`src/rtl/mux_arb_reg.sv`:
```
// rtl/mux_arb_reg.sv - N-channel valid/ready arbiter (forced/fixed/round-robin) with registered output
module mux_arb_reg #(
  parameter int WIDTH = 32,
  parameter int N     = 3,
  parameter int SEL_W = 2
) (
  input  logic               clock,
  input  logic               reset,
  input  logic [1:0]         mode,
  input  logic [SEL_W-1:0]   sel,
  input  logic [N*WIDTH-1:0] in_data,
  input  logic [N-1:0]       in_valid,
  output logic [N-1:0]       in_ready,
  output logic [WIDTH-1:0]   out_data,
  output logic [SEL_W-1:0]   out_chan,
  output logic               out_valid,
  input  logic               out_ready
);

  typedef enum logic [1:0] {
    MODE_FORCED = 2'b00,
    MODE_FIXED  = 2'b01,
    MODE_RR     = 2'b10
  } mode_e;

  localparam logic [SEL_W-1:0] RR_RESET = SEL_W'(N - 1);

  generate
    if (N < 2 || N > 16 || (1 << SEL_W) < N) begin : g_param_check
      $error("mux_arb_reg: N must be 2..16 and 2**SEL_W >= N");
    end
  endgenerate

  logic [WIDTH-1:0] r_out_data;
  logic [SEL_W-1:0] r_out_chan;
  logic             r_out_valid;
  logic [SEL_W-1:0] r_rr_ptr;

  mode_e            w_mode;
  logic             w_load_en;
  logic             w_forced_hit;
  logic [SEL_W-1:0] w_forced_idx;
  logic             w_fixed_hit;
  logic [SEL_W-1:0] w_fixed_idx;
  logic             w_rr_hit;
  logic [SEL_W-1:0] w_rr_idx;
  logic             w_grant_any;
  logic [SEL_W-1:0] w_grant_idx;
  logic [N-1:0]     w_grant;
  logic [WIDTH-1:0] w_grant_data;

  // Reserved encoding 11 falls back to fixed priority.
  always_comb begin
    case (mode)
      2'b00:   w_mode = MODE_FORCED;
      2'b10:   w_mode = MODE_RR;
      default: w_mode = MODE_FIXED;
    endcase
  end

  assign w_load_en = !r_out_valid || out_ready;

  // An out-of-range sel matches no channel, so it yields no grant.
  always_comb begin
    w_forced_hit = 1'b0;
    w_forced_idx = sel;
    for (int i = 0; i < N; i++) begin
      if (sel == SEL_W'(i)) begin
        w_forced_hit = in_valid[i];
      end
    end
  end

  always_comb begin
    w_fixed_hit = 1'b0;
    w_fixed_idx = '0;
    for (int i = N - 1; i >= 0; i--) begin
      if (in_valid[i]) begin
        w_fixed_hit = 1'b1;
        w_fixed_idx = SEL_W'(i);
      end
    end
  end

  // Search starts one past the last granted channel and wraps modulo N.
  always_comb begin
    int c;
    w_rr_hit = 1'b0;
    w_rr_idx = '0;
    c        = 0;
    for (int k = 1; k <= N; k++) begin
      c = int'(r_rr_ptr) + k;
      if (c >= N) begin
        c = c - N;
      end
      if (!w_rr_hit && in_valid[c]) begin
        w_rr_hit = 1'b1;
        w_rr_idx = SEL_W'(c);
      end
    end
  end

  always_comb begin
    w_grant_any = 1'b0;
    w_grant_idx = '0;
    case (w_mode)
      MODE_FORCED: begin
        w_grant_any = w_forced_hit;
        w_grant_idx = w_forced_idx;
      end
      MODE_RR: begin
        w_grant_any = w_rr_hit;
        w_grant_idx = w_rr_idx;
      end
      default: begin
        w_grant_any = w_fixed_hit;
        w_grant_idx = w_fixed_idx;
      end
    endcase
  end

  always_comb begin
    w_grant      = '0;
    w_grant_data = '0;
    for (int i = 0; i < N; i++) begin
      if (w_grant_any && (w_grant_idx == SEL_W'(i))) begin
        w_grant[i]   = 1'b1;
        w_grant_data = in_data[i*WIDTH +: WIDTH];
      end
    end
  end

  assign in_ready = (reset || !w_load_en) ? '0 : w_grant;

  always_ff @(posedge clock) begin
    if (reset) begin
      r_out_valid <= 1'b0;
      r_out_data  <= '0;
      r_out_chan  <= '0;
      r_rr_ptr    <= RR_RESET;
    end else if (w_load_en) begin
      if (w_grant_any) begin
        r_out_valid <= 1'b1;
        r_out_data  <= w_grant_data;
        r_out_chan  <= w_grant_idx;
        if (w_mode == MODE_RR) begin
          r_rr_ptr <= w_grant_idx;
        end
      end else begin
        r_out_valid <= 1'b0;
      end
    end
  end

  assign out_data  = r_out_data;
  assign out_chan  = r_out_chan;
  assign out_valid = r_out_valid;

endmodule

```
`config.mk`:
```
export PLATFORM = sky130hd
export DESIGN_NAME = mux_arb_reg
export DESIGN_NICKNAME = d
export VERILOG_FILES = /design/src/rtl/mux_arb_reg.sv
export SDC_FILE = /design/constraint.sdc
export NUM_CORES = 1
export LEC_CHECK = 0
export ABC_AREA = 0
export BUFFER_PORTS_ARGS = -buffer_cell sky130_fd_sc_hd__buf_2
export CORE_MARGIN = 4
export CORE_UTILIZATION = 49
export CTS_BUF_LIST = sky130_fd_sc_hd__clkbuf_16
export DETAILED_ROUTE_END_ITERATION = 8
export GPL_ROUTABILITY_DRIVEN = 0
export HOLD_SLACK_MARGIN = 0.05
export PLACE_DENSITY_LB_ADDON = 0.3
export SLEW_MARGIN = 20
export SYNTH_ARGS = -nofsm -noshare
export SYNTH_HDL_FRONTEND = slang
export SYNTH_SLANG_ARGS = --single-unit
```
`constraint.sdc`:
```
create_clock -name clock -period 6.8 [get_ports clock]
set_input_delay 0.68 -clock clock [delete_from_list [all_inputs] [get_ports clock]]
set_output_delay 0.68 -clock clock [all_outputs]
set_load 0.005 [all_outputs]
```
==> results of run 1 <==
-- kinds of logic after synthesis --
kind of cell	Yosys count
mux	33
fa+ha+maj	3
compound gates	57
simple gates	125
buf+inv	38
flops	37
-- placed cells by master (no fill, tap or decap), drive strengths merged, types with 2 or more instances in the layout --
cell	count
a21bo	2
a21oi	6
buf	147
clkbuf	5
clkinv	2
dfxtp	37
ha	3
inv	7
mux2i	33
nand2	32
nand2b	2
nand3	5
nand4	33
nor2	5
nor2b	35
nor3	5
o21ai	3
o221ai	32
-- Yosys cell counts, types with 2 or more instances --
master	count
dfxtp_1	37
nor2b_1	35
mux2i_1	33
nand4_1	33
nand2_1	32
o221ai_2	29
clkbuf_1	21
a21oi_1	6
inv_1	5
nand3_1	5
nor2_1	5
nor3_1	5
buf_4	4
buf_6	3
ha_1	3
o21ai_0	3
o221ai_1	3
a21bo_2	2
buf_2	2
nand2b_1	2
-- how the worst max path moves through the flow --
| stage | endpoint | slack, ns | cells past startpoint |
|---|---|---|---|
| 6_report | in_ready[1] | 2.66 | 8 |
| 5_1_grt | in_ready[1] | 2.40 | 8 |
| 4_1_cts | in_ready[1] | 2.71 | 8 |
| 3_5_place_dp | in_ready[1] | 2.98 | 7 |
| 3_3_place_gp | in_ready[1] | 3.03 | 7 |
| 2_1_floorplan | in_ready[0] | 3.82 | 10 |
-- registers in the layout, indices dropped and copies added (netlist names) --
name       count
out_data      32
out_valid      1
out_chan       2
r_rr_ptr       2
-- per-stage QoR --
step	util, %	worst slack (ns)
2_1_floorplan	-	3.82
5_1_grt	68.4	2.40
6_report	68.4	2.66
3_5_place_dp	64.7	2.98
3_3_place_gp	64.7	3.03
4_1_cts	67.9	2.71
-- worst max-delay path, delay by kind of cell, from the launching register on --
family                     cells  cell delay (ns)
and+or+nand+nor                2             1.01
AOI/OAI and AO/OA              2             0.73
adders and majority gates      1             0.45
buffers and inverters          2             0.29
DFF                            1             0.42
muxes                          1             0.29
-- layer usage --
metal  vias to the layer above  global-route usage (%)  share of wire (%)
met1                      1280                    28.1                 41
li1                       1353                       -                  -
met5                         -                       0                  0
met3                         7                    4.32                7.3
met4                         0                    4.56               0.89
met2                       110                    40.1                 51
-- layout make-up --
type                            count  area share, %
Multi-Input combinational cell    218           49.3
Timing Repair Buffer              147           21.8
Sequential cell                    37           21.1
Clock buffer                        5           3.56
Tap cell                           70           2.49
Clock inverter                      3           1.07
Inverter                            7          0.747
-- power groups by stage --
stage,Sequential [uW],Clock [uW],Combinational [uW]
4_1_cts,262,258,232
3_5_place_dp,265,0,232
6_report,262,254,237
2_1_floorplan,268,0,146
5_1_grt,265,267,259
3_3_place_gp,265,0,226
==> results.md, run 1 <==
Setup path:
- The endpoint identified for the worst register-to-register timing path is out_data[20].
- The launching instance or port of the critical path is r_rr_ptr[0].
- The worst setup path is launched from a register.
- The stage delay of the slowest cell on the critical path is 0.91 ns.
- The maximum fanout along the worst path is 34.
- The arrival time at the worst endpoint is 3.46 ns.
- Data on the critical path is required at its endpoint by 6.12 ns.
- The startpoint identified for the worst register-to-register timing path is r_rr_ptr[0].
- The logic depth of the worst register-to-register path is 7.
- The register-to-register setup slack is 3.46 ns.
- The slowest stage of the critical path is the or4_2 cell.
- The critical path capture point type is an output pin.
- The critical path is of the reg -> out type.
- The critical path goes through inv_1, ha_1, mux2i_1, o211a_1, a21boi_0, or4_2, nor2b_1, buf_2.

Synthesis:
- After synthesis the cells add up to 2630 um2.
- Sorting the synthesized cells by area gives the leading types as dfxtp_1 28%, o221ai_2 17%, mux2i_1 13%.
- Counting every net in the synthesized netlist gives 402.
- The number of synthesized flops with an enable pin is 0.
- The count of warnings emitted by yosys is 0.
- Of the total synthesized cell area, the portion taken by XOR and XNOR cells is 0%.
- The mux cell area share after synthesis is 12.6%.
- The simple-gate area share of the yosys netlist is 26.3%.
- Counting flops and latches in the post-synthesis netlist gives 37.
- The synthesized netlist contains 45 unique library cells.
- After synthesis, the largest family of logic cells by area is simple AND/OR/NAND/NOR gates.
- The fraction of the mapped netlist area in compound gates is 24.6%.
- For this run, asynchronously set or reset flops after synthesis account for 0%.
- The prevailing post-synth register cell is dfxtp_1.
- The top-area cell type share of the netlist area is 28.2%.
- A synthesized cell averages 8.98 um2.
- The post-synthesis instance total is 293.
- The biggest area contributor in the post-synthesis netlist is dfxtp_1.
- The proportion of synthesized chip area in sequential cells is 28.2%.
- The synthesized netlist devotes 1.43% of its cell area to adder and majority cells.

Power:
- The total power draw is 753 uW.
- The power share of the sequential group is 34.8%.
- In this run the power density over the cells is 214 nW/um2.
- In this run the static leakage power is 0.00158 uW.
- IR analysis of the VDD net gives a maximum drop of 0.111 mV.
- The switching portion of total power is 30.2%.
- The cell-internal power is 525 uW.
- The proportion of power drawn by combinational gates is 31.5%.
- The part of the power in the clock network is 33.7%.
- The switching power summed over all nets is 227 uW.

Hold path:
- The worst hold path terminates at out_data[7].
- The startpoint identified for the worst hold timing path is out_data[7].
- The tightest min-delay check is of the reg -> reg type.
- The instance count along the most critical hold path is 2.

Finish:
- In the final layout, the multi-input gates occupy 1730 um2.
- The sequential cells in the finished layout cover a total of 741 um2.
- The final design area excluding fillers is 3520 um2.
- Counting the fill cells in the layout gives 455.
- The final layout net count is 525.
- The number of diodes added for antenna fixing is 0.
- Relative to the synthesized area, the layout overhead comes to 33.7%.
- The fraction of layout cells with a size suffix above 1 is 45.6%.
- The filler-free cell count of the finished design is 487.

Die:
- During I/O placement, the number of pins put on the boundary was 144.
- The die outline height is 81.3 um.
- Measured along the x axis, the die boundary spans 81.3 um.
- The area of the core region is 5140 um2.
- The initial cell density of the core is 51.2%.
- The die covers 6600 um2.
- Row generation in the floorplan step produced 26 rows.

Placed design:
- In this run the tool buffered the top-level ports with 143 buffer cells.
- The placed instance area is 3330 um2.
- The number of cells after detailed placement is 478.
- The post-detailed-placement half-perimeter wirelength is 5.42 mm.

Clocking:
- Counting along the longest clock path gives a buffer depth of 2.
- The TritonCTS clock tree is done.
- In this run, post-CTS repair resized a total of 0 instances.
- The number of hold buffers added after CTS was 0.
- For this design, the sink count on the clock tree is 37.
- The clock reaches the later pin of the worst-skew pair after 0.27 ns.
- Counting the buffers created by CTS gives 5.
- Clock tree synthesis selected as its root buffer the cell clkbuf_16.
- The H-tree was split into 2 levels.
- After clock tree synthesis, the clock-pin slew on the worst setup and hold paths is 0.06 ns.
- The number of buffers inserted by post-CTS setup repair is 0.

Timing:
- The clock period could shrink to 4.14 ns.
- The sum of negative setup slack is 0 ns.
- The final max-slew violation count is 0.
- The number of hold violations in the final report is 0.
- The headroom to the max-slew limit is 32.9%.
- Setup repair after global routing left no endpoint under its margin.
- Clock skew on the completed layout was measured at 0.00770 ns.
- At the pin with the least slew margin, the transition time is 1.01 ns.
- The fraction of the cycle the final worst path needs is 60.8%.
- The final number of setup-violating endpoints is 0.
- Static timing analysis puts the maximum clock frequency at 242 MHz.
- The worst hold slack is 0.508 ns.

Global route:
- The sum of overflow across all layers after global routing is 0.
- Entering global routing, the biggest net connects 38 pins.
- The number of global-route vias before repair was 2534.
- The global routing usage summed across all routing layers is 22.6%.
- The initial antenna violation count was 0.
- The first global-routing pass estimated 11.8 mm of wire.

Routing:
- The routed length per placed instance is 15.9 um.
- The count of unresolved DRC violations after routing is 0.
- The final route contains 2750 vias.
- In this run, the number of DRC markers left after iteration 0 of detailed routing was 153.
- The number of detailed-routing iterations run before antenna repair is 4.
- The number of nets with antenna violations after detailed routing is 0.
- Dividing the detail-routed via count by the number of cells gives 5.65.
- The routed design has 7.72 mm of wire.

Job:
- The tool flagged a number of max-cap violations equal to 0.

Outcome:
- The flow ran to the end, and the final reports show no timing, DRC or antenna violations.
Power figures use the tool's default switching activity.
==> run 2, diff against run 1 <==
--- a/config.mk
+++ b/config.mk
@@ -5,10 +5,10 @@
 export SDC_FILE = /design/constraint.sdc
 export NUM_CORES = 1
 export LEC_CHECK = 0
-export ABC_AREA = 0
+export ABC_AREA = 1
 export BUFFER_PORTS_ARGS = -buffer_cell sky130_fd_sc_hd__buf_2
 export CORE_MARGIN = 4
-export CORE_UTILIZATION = 49
+export CORE_UTILIZATION = 46
 export CTS_BUF_LIST = sky130_fd_sc_hd__clkbuf_16
 export DETAILED_ROUTE_END_ITERATION = 8
 export GPL_ROUTABILITY_DRIVEN = 0
==> constraint.sdc (replaced) <==
create_clock -name clock -period 3.9 [get_ports clock]
set_input_delay 0.39 -clock clock [delete_from_list [all_inputs] [get_ports clock]]
set_output_delay 0.39 -clock clock [all_outputs]
set_load 0.005 [all_outputs]
==> results.md, run 2 <==
Global route:
- The global-route wire length before repair was 13.5 mm (+15%).
- The number of global-route vias before repair is 3115 (+23%).
- The largest net degree at the start of global routing is 49 (+29%).
- The global routing usage summed across all routing layers came to 21.9% (-0.68 points).
- The initial antenna violation count is 0 (unchanged).
- The sum of overflow across all layers after global routing is 0 (unchanged).

Clocking:
- The hold buffer count at CTS is 0 (unchanged).
- The clock buffer count from CTS was 5 (unchanged).
- The clock-pin slew on the worst setup and hold paths is 0.06 ns (about the same).
- The clock latency on the worst-skew pair is 0.27 ns (about the same).
- The root buffer cell is clkbuf_16.
- The number of H-tree levels came to 2 (unchanged).
- The number of clock sinks seen by CTS was 37 (unchanged).
- The number of buffers inserted by post-CTS setup repair is 0 (unchanged).
- TritonCTS built the clock tree.
- The post-cts gate resize count is 0 (unchanged).
- The worst-case clock buffer depth was 2 (unchanged).

Setup path:
- The launching instance or port of the critical path is r_rr_ptr[0].
- The arrival time at the worst endpoint was 2.75 ns (-0.71 ns).
- The critical path capture point type is an output pin.
- The kind of launch point of the worst setup path is a register.
- The critical path in this run is classified as reg -> out.
- The maximum fanout along the worst path is 36 (+5.9%).
- The startpoint identified for the worst register-to-register timing path is r_rr_ptr[0].
- The worst endpoint required time is 3.51 ns (-2.61 ns).

Hold path:
- The class of the most critical hold timing path is in -> reg.
- The startpoint identified for the worst hold timing path is reset.

Synthesis:
- The top-area cell type share of the netlist area is 26.2% (-2.0 points).
- Yosys attributes the largest share of cell area to dfxtp_1 26%, nand2_1 12%, nor2_1 9.3%.
- The number of synthesized flops with an enable pin came to 0 (unchanged).
- The proportion of synthesized chip area in sequential cells is 26.2% (-2.0 points).
- The flop and latch count out of synthesis is 37 (unchanged).
- The summed instance area of the synthesized netlist was 2830 um2 (+7.6%).
- Summed over all instances, the cell type with the most area after synthesis is dfxtp_1.
- The post-synthesis instance total is 426 (+45%).
- The net count of the mapped netlist came to 535 (+33%).
- In the post-synthesis netlist, the cell with the most instances is nand2_1.
- The average cell area after synthesis is 6.64 um2 (-26%).
- Among all flip-flop cells after synthesis, the most frequent one is dfxtp_1.
- The async set or reset register ratio after synthesis is 0% (unchanged).
- The number of unique standard cell types used by synthesis was 34 (-24%).
- The count of warnings emitted by yosys is 0 (unchanged).
- After synthesis, the most frequently instantiated cells are 87 x nand2_1, 70 x nor2_1, 43 x nand3_1.

Finish:
- The signed area change from the synthesized netlist to the final layout is 25.4%.
- The flip-flop count of the largest register, all copies and words added was 32 (unchanged).
- The filler-free cell count of the finished design came to 625 (+28%).
- The share of the core filled with cells in the final layout is 59.6% (-8.8 points).
- The final layout net count came to 660 (+26%).
- The library cell used most frequently in the layout, excluding fill and tap cells, is buf_2.
- In the layout the commonest cells are 143 x buf_2, 87 x nand2_1, 70 x nor2_1.
- The fraction of layout cells with a size suffix above 1 is 39.3% (-6.3 points).
- The number of diodes added for antenna fixing is 0 (unchanged).

Timing:
- The fraction of the cycle the final worst path needs is 80.4%.
- The number of hold violations in the final report is 0 (unchanged).
- Based on the critical path, the design can be clocked at up to 319 MHz.
- The sum of negative setup slack came to 0 ns (unchanged).
- For the finished layout, the period the worst path requires is 3.14 ns.
- The setup slack after layout is 0.764 ns (-1.90 ns).
- The worst hold slack is 0.337 ns (-0.171 ns).
- The slew of the pin with the lowest slew margin is 0.662 ns (-0.345 ns).
- Setup repair after global routing left no endpoint under its margin.
- The final number of setup-violating endpoints was 0 (unchanged).
- The headroom to the max-slew limit is 55.9% (+23 points).
- The worst setup skew after layout is 0.00412 ns (-0.00358 ns).
- The final max-slew violation count is 0 (unchanged).

Die:
- The overall die width is 86.4 um (+6.3%).
- The die outline height is 86.4 um (+6.3%).
- The total number of placement rows is 28 (+7.7%).
- The area of the die came to 7470 um2 (+13%).
- The area of the core region came to 5960 um2 (+16%).
- The initial cell density of the core is 47.5% (-3.7 points).
- The number of ports placed on the die boundary is 144 (unchanged).

Power:
- The maximum vdd drop came to 0.217 mV (+95%).
- The power per cell area is 382 nW/um2 (+79%).
- The leakage power total is 0.00192 uW (+22%).

Routing:
- The routed length per placed instance is 13.0 um (-18%).
- The average vias per placed instance is 5.08 (-10%).
- The number of nets with antenna violations after detailed routing is 0 (unchanged).
- The detailed router's first-iteration violation count is 114 (-25%).
- The total length of routed wires came to 8.13 mm (+5.3%).
- The count of unresolved DRC violations after routing was 0 (unchanged).
- The number of detailed-routing iterations run before antenna repair came to 4 (unchanged).
- The total via count after detailed routing is 3178 (+16%).

Placed design:
- The post-detailed-placement half-perimeter wirelength came to 6.00 mm (+11%).
- The worst setup slack before clock tree synthesis is 0.847 ns (-2.13 ns).
- The quantity of I/O buffers inserted on ports is 143 (unchanged).
- The number of cells after detailed placement is 619 (+29%).

Job:
- The count of max-cap constraint violations is 0 (unchanged).

Outcome:
- The run finished with clean final reports.
run 2: layer usage:
metal	GRT usage, %	share of wire [%]
met5	0	0
met4	4.96	0.59
met3	4.94	8.8
met2	37.7	47
met1	27.8	43
run 2: critical path: stages (launching register included):
cell     delay, ns
dfxtp_1       0.39
inv_1         0.14
ha_1          0.55
nand2_1       0.13
nand3_1       0.11
nand3_2       0.11
inv_2         0.09
o21ai_2       0.07
nand2_4       0.31
nand3_4       0.18
nor3_1        0.21
buf_2         0.14
run 2: stage by stage:
| stage | power, uW | area, um2 |
|---|---|---|
| after CTS | 1370 | 3550 |
| after global routing | 1460 | 3550 |
| after floorplan | 866 | 2830 |
| after global placement | 978 | 3420 |
| after detailed placement | 994 | 3420 |
| final | 1360 | 3550 |
run 2: kinds of logic after synthesis:
kind of cell / Yosys count / share of synthesized area [%]
compound gates: 50 / 9.91
buf+inv: 49 / 12.1
flops: 37 / 26.2
simple gates: 287 / 50.5
fa+ha+maj: 3 / 1.33
run 2: final cells by class:
class / instances / area, um2
clock buffers: 5 / 125
clock inverters: 1 / 5.00
fillers: 628 / 2410
inverters: 20 / 80.1
multi-input cells: 340 / 1750
flip-flops and latches: 37 / 741
well taps: 75 / 93.8
repair buffers: 147 / 758
run 2: power breakdown:
group / total [uW] / internal, uW / switching, uW
sequential: 454 / 430 / 23.8
combinational: 530 / 199 / 331
clock: 373 / 228 / 145
run 2: path summary, 6_finish.rpt:
kind,depth (start not counted),slack [ns],end
setup / recovery,11,0.76,in_ready[1]
hold / removal,3,0.34,r_rr_ptr[1]
setup reg to reg,14,0.82,out_data[31]
hold reg to reg,2,0.50,out_chan[0]
==> run 3, diff against run 2 <==
--- a/config.mk
+++ b/config.mk
@@ -5,10 +5,10 @@
 export SDC_FILE = /design/constraint.sdc
 export NUM_CORES = 1
 export LEC_CHECK = 0
-export ABC_AREA = 1
+export ABC_AREA = 0
 export BUFFER_PORTS_ARGS = -buffer_cell sky130_fd_sc_hd__buf_2
 export CORE_MARGIN = 4
-export CORE_UTILIZATION = 46
+export CORE_UTILIZATION = 45
 export CTS_BUF_LIST = sky130_fd_sc_hd__clkbuf_16
 export DETAILED_ROUTE_END_ITERATION = 8
 export GPL_ROUTABILITY_DRIVEN = 0
==> constraint.sdc (replaced) <==
create_clock -name clock -period 3.1 [get_ports clock]
set_input_delay 0.31 -clock clock [delete_from_list [all_inputs] [get_ports clock]]
set_output_delay 0.31 -clock clock [all_outputs]
set_load 0.005 [all_outputs]
==> results.md, run 3 (synthesis results as in run 1) <==
Finish:
- The area growth from synthesis to layout is 34.6%.
- The final design area excluding fillers was 3540 um2 (-0.21%).
- The fraction of layout cells with a size suffix above 1 is 46.4% (+7.2 points).
- The share of the core filled with cells in the final layout is 63.5% (+3.9 points).
- The commonest non-fill, non-tap cell in the layout is buf_2.
- The final layout net count is 530 (-20%).
- The flip-flop count of the largest register, all copies and words added is 32 (unchanged).
- Leaving out fill and tap cells, the most frequent cells in the layout are 143 x buf_2, 37 x dfxtp_1, 35 x nor2b_1.
- The filler-free cell count of the finished design is 494 (-21%).
- The number of diodes added for antenna fixing is 0 (unchanged).

Global route:
- The largest net degree at the start of global routing was 38 (-22%).
- The met3 track utilization from global routing is 5.30% (+0.36 points).
- The number of global-route vias before repair is 2666 (-14%).
- The met1 global-route usage was 26.2% (-1.5 points).
- The global-route layer with the greatest usage is met2.
- The initial antenna violation count is 1 (+1).
- The global routing usage summed across all routing layers came to 21.1% (-0.77 points).
- The met2 track demand over resource in global routing was 36.7% (-1.0 points).
- The global-route wire length before repair is 12.6 mm (-6.8%).
- The sum of overflow across all layers after global routing was 0 (unchanged).

Routing:
- The count of unresolved DRC violations after routing came to 0 (unchanged).
- The routed length per placed instance is 15.6 um (+20%).
- The total via count after detailed routing was 2732 (-14%).
- The detailed router's first-iteration violation count came to 133 (+17%).
- The number of nets with antenna violations after detailed routing is 0 (unchanged).
- The total length of routed wires is 7.71 mm (-5.2%).
- The average vias per placed instance came to 5.53 (+8.8%).
- The number of detailed-routing iterations run before antenna repair is 4 (unchanged).

Die:
- The initial cell density of the core is 47.2% (-0.32 points).
- The area of the core region is 5570 um2 (-6.4%).
- The number of ports placed on the die boundary was 144 (unchanged).
- The die outline height is 84.5 um (-2.3%).
- The overall die width is 84.5 um (-2.3%).
- The area of the die is 7130 um2 (-4.5%).
- The total number of placement rows is 27 (-3.6%).

Placed design:
- The placed instance area is 3370 um2 (-1.3%).
- The quantity of I/O buffers inserted on ports came to 143 (unchanged).
- The post-detailed-placement half-perimeter wirelength was 5.63 mm (-6.3%).
- The number of cells after detailed placement is 486 (-21%).

Timing:
- The fraction of the cycle the final worst path needs is 94.6%.
- The slew of the pin with the lowest slew margin is 0.711 ns (+0.0489 ns).
- For the finished layout, the period the worst path requires is 2.93 ns.
- The sum of negative setup slack is 0 ns (unchanged).
- Setup repair after global routing left no endpoint under its margin.
- The headroom to the max-slew limit is 52.6% (-3.3 points).
- The number of hold violations in the final report was 0 (unchanged).
- The achievable clock frequency is 341 MHz.
- The final max-slew violation count is 0 (unchanged).
- The worst hold slack is 0.348 ns (+0.0110 ns).
- The worst setup skew after layout came to 0.00214 ns (-0.00199 ns).
- The final number of setup-violating endpoints is 0 (unchanged).

Setup path:
- The arrival time at the worst endpoint was 2.62 ns (-0.13 ns).
- The register-to-register setup slack came to 0.27 ns (-0.55 ns).
- The worst endpoint required time is 2.79 ns (-0.72 ns).
- The worst setup path is of the reg -> out kind.
- The kind of launch point of the worst setup path is a register.
- The maximum fanout along the worst path is 9 (-75%).
- The critical path capture point type is an output pin.

Hold path:
- The class of the most critical hold timing path is in -> reg.

Power:
- The maximum vdd drop is 0.274 mV (+27%).
- The leakage power total is 0.00159 uW (-17%).
- The power per cell area was 467 nW/um2 (+22%).

Clocking:
- The clock latency on the worst-skew pair was 0.27 ns (about the same).
- The number of H-tree levels was 2 (unchanged).
- The clock-pin slew on the worst setup and hold paths was 0.06 ns (about the same).
- The worst-case clock buffer depth is 2 (unchanged).
- The clock buffer count from CTS is 5 (unchanged).
- The hold buffer count at CTS is 0 (unchanged).
- TritonCTS built the clock tree.
- The number of clock sinks seen by CTS is 37 (unchanged).
- CTS placed an instance of clkbuf_16 at the clock tree root.

Outcome:
- The run finished with clean final reports.

Job:
- The count of max-cap constraint violations is 0 (unchanged).
==> run 3: layout make-up <==
type / instances / area, um2
Timing Repair Buffer: 152 / 783
Inverter: 7 / 26.3
Tap cell: 72 / 90.1
Clock buffer: 5 / 125
Clock inverter: 3 / 37.5
Fill cell: 485 / 2030
Multi-Input combinational cell: 218 / 1740
Sequential cell: 37 / 741
==> run 3: path summary, 6_finish.rpt <==
kind	from	end	depth (start not counted)
worst max register to register	r_rr_ptr[0]	out_data[13]	8
worst max-delay path	r_rr_ptr[0]	in_ready[1]	8
worst min register to register	out_data[0]	out_data[0]	2
worst min-delay path	in_data[24]	out_data[24]	3
==> run 3: repair_timing <==
| item | 4_1_cts | 5_1_grt |
|---|---|---|
| pin swaps | 0 | 0 |
| setup buffers | 0 | 0 |
| endpoints found under the setup margin | 2 | 2 |
| gates resized for setup | 1 | 1 |
==> run 3: metrics by stage <==
stage / power (uW) / setup WS [ns]
finish: 1660 / 0.169
global route: 1740 / 0.000323
CTS: 1660 / 0.00508
detailed placement: 1100 / 0.209
global placement: 1090 / 0.339
floorplan: 908 / 0.494
==> run 3: critical path, cell delays in order, from the launching register on <==
cell      delay (ns)
dfxtp_1         0.41
inv_1           0.12
ha_2            0.43
mux2i_1         0.11
o211a_1         0.22
a21boi_0        0.20
or4_4           0.61
nor2b_1         0.13
buf_2           0.12
==> run 3: report_power, final <==
group	internal (uW)	total, uW	switching, uW	leakage (uW)
registers	541	573	32.3	0.000306
clock network	374	563	190	0.0000826
logic	239	518	280	0.00120
==> run 3: routing by layer <==
metal	up-vias	part of all wire, %
li1	1359	-
met5	-	0.16
met2	110	51
met1	1251	39
met3	10	8.7
met4	2	1.4
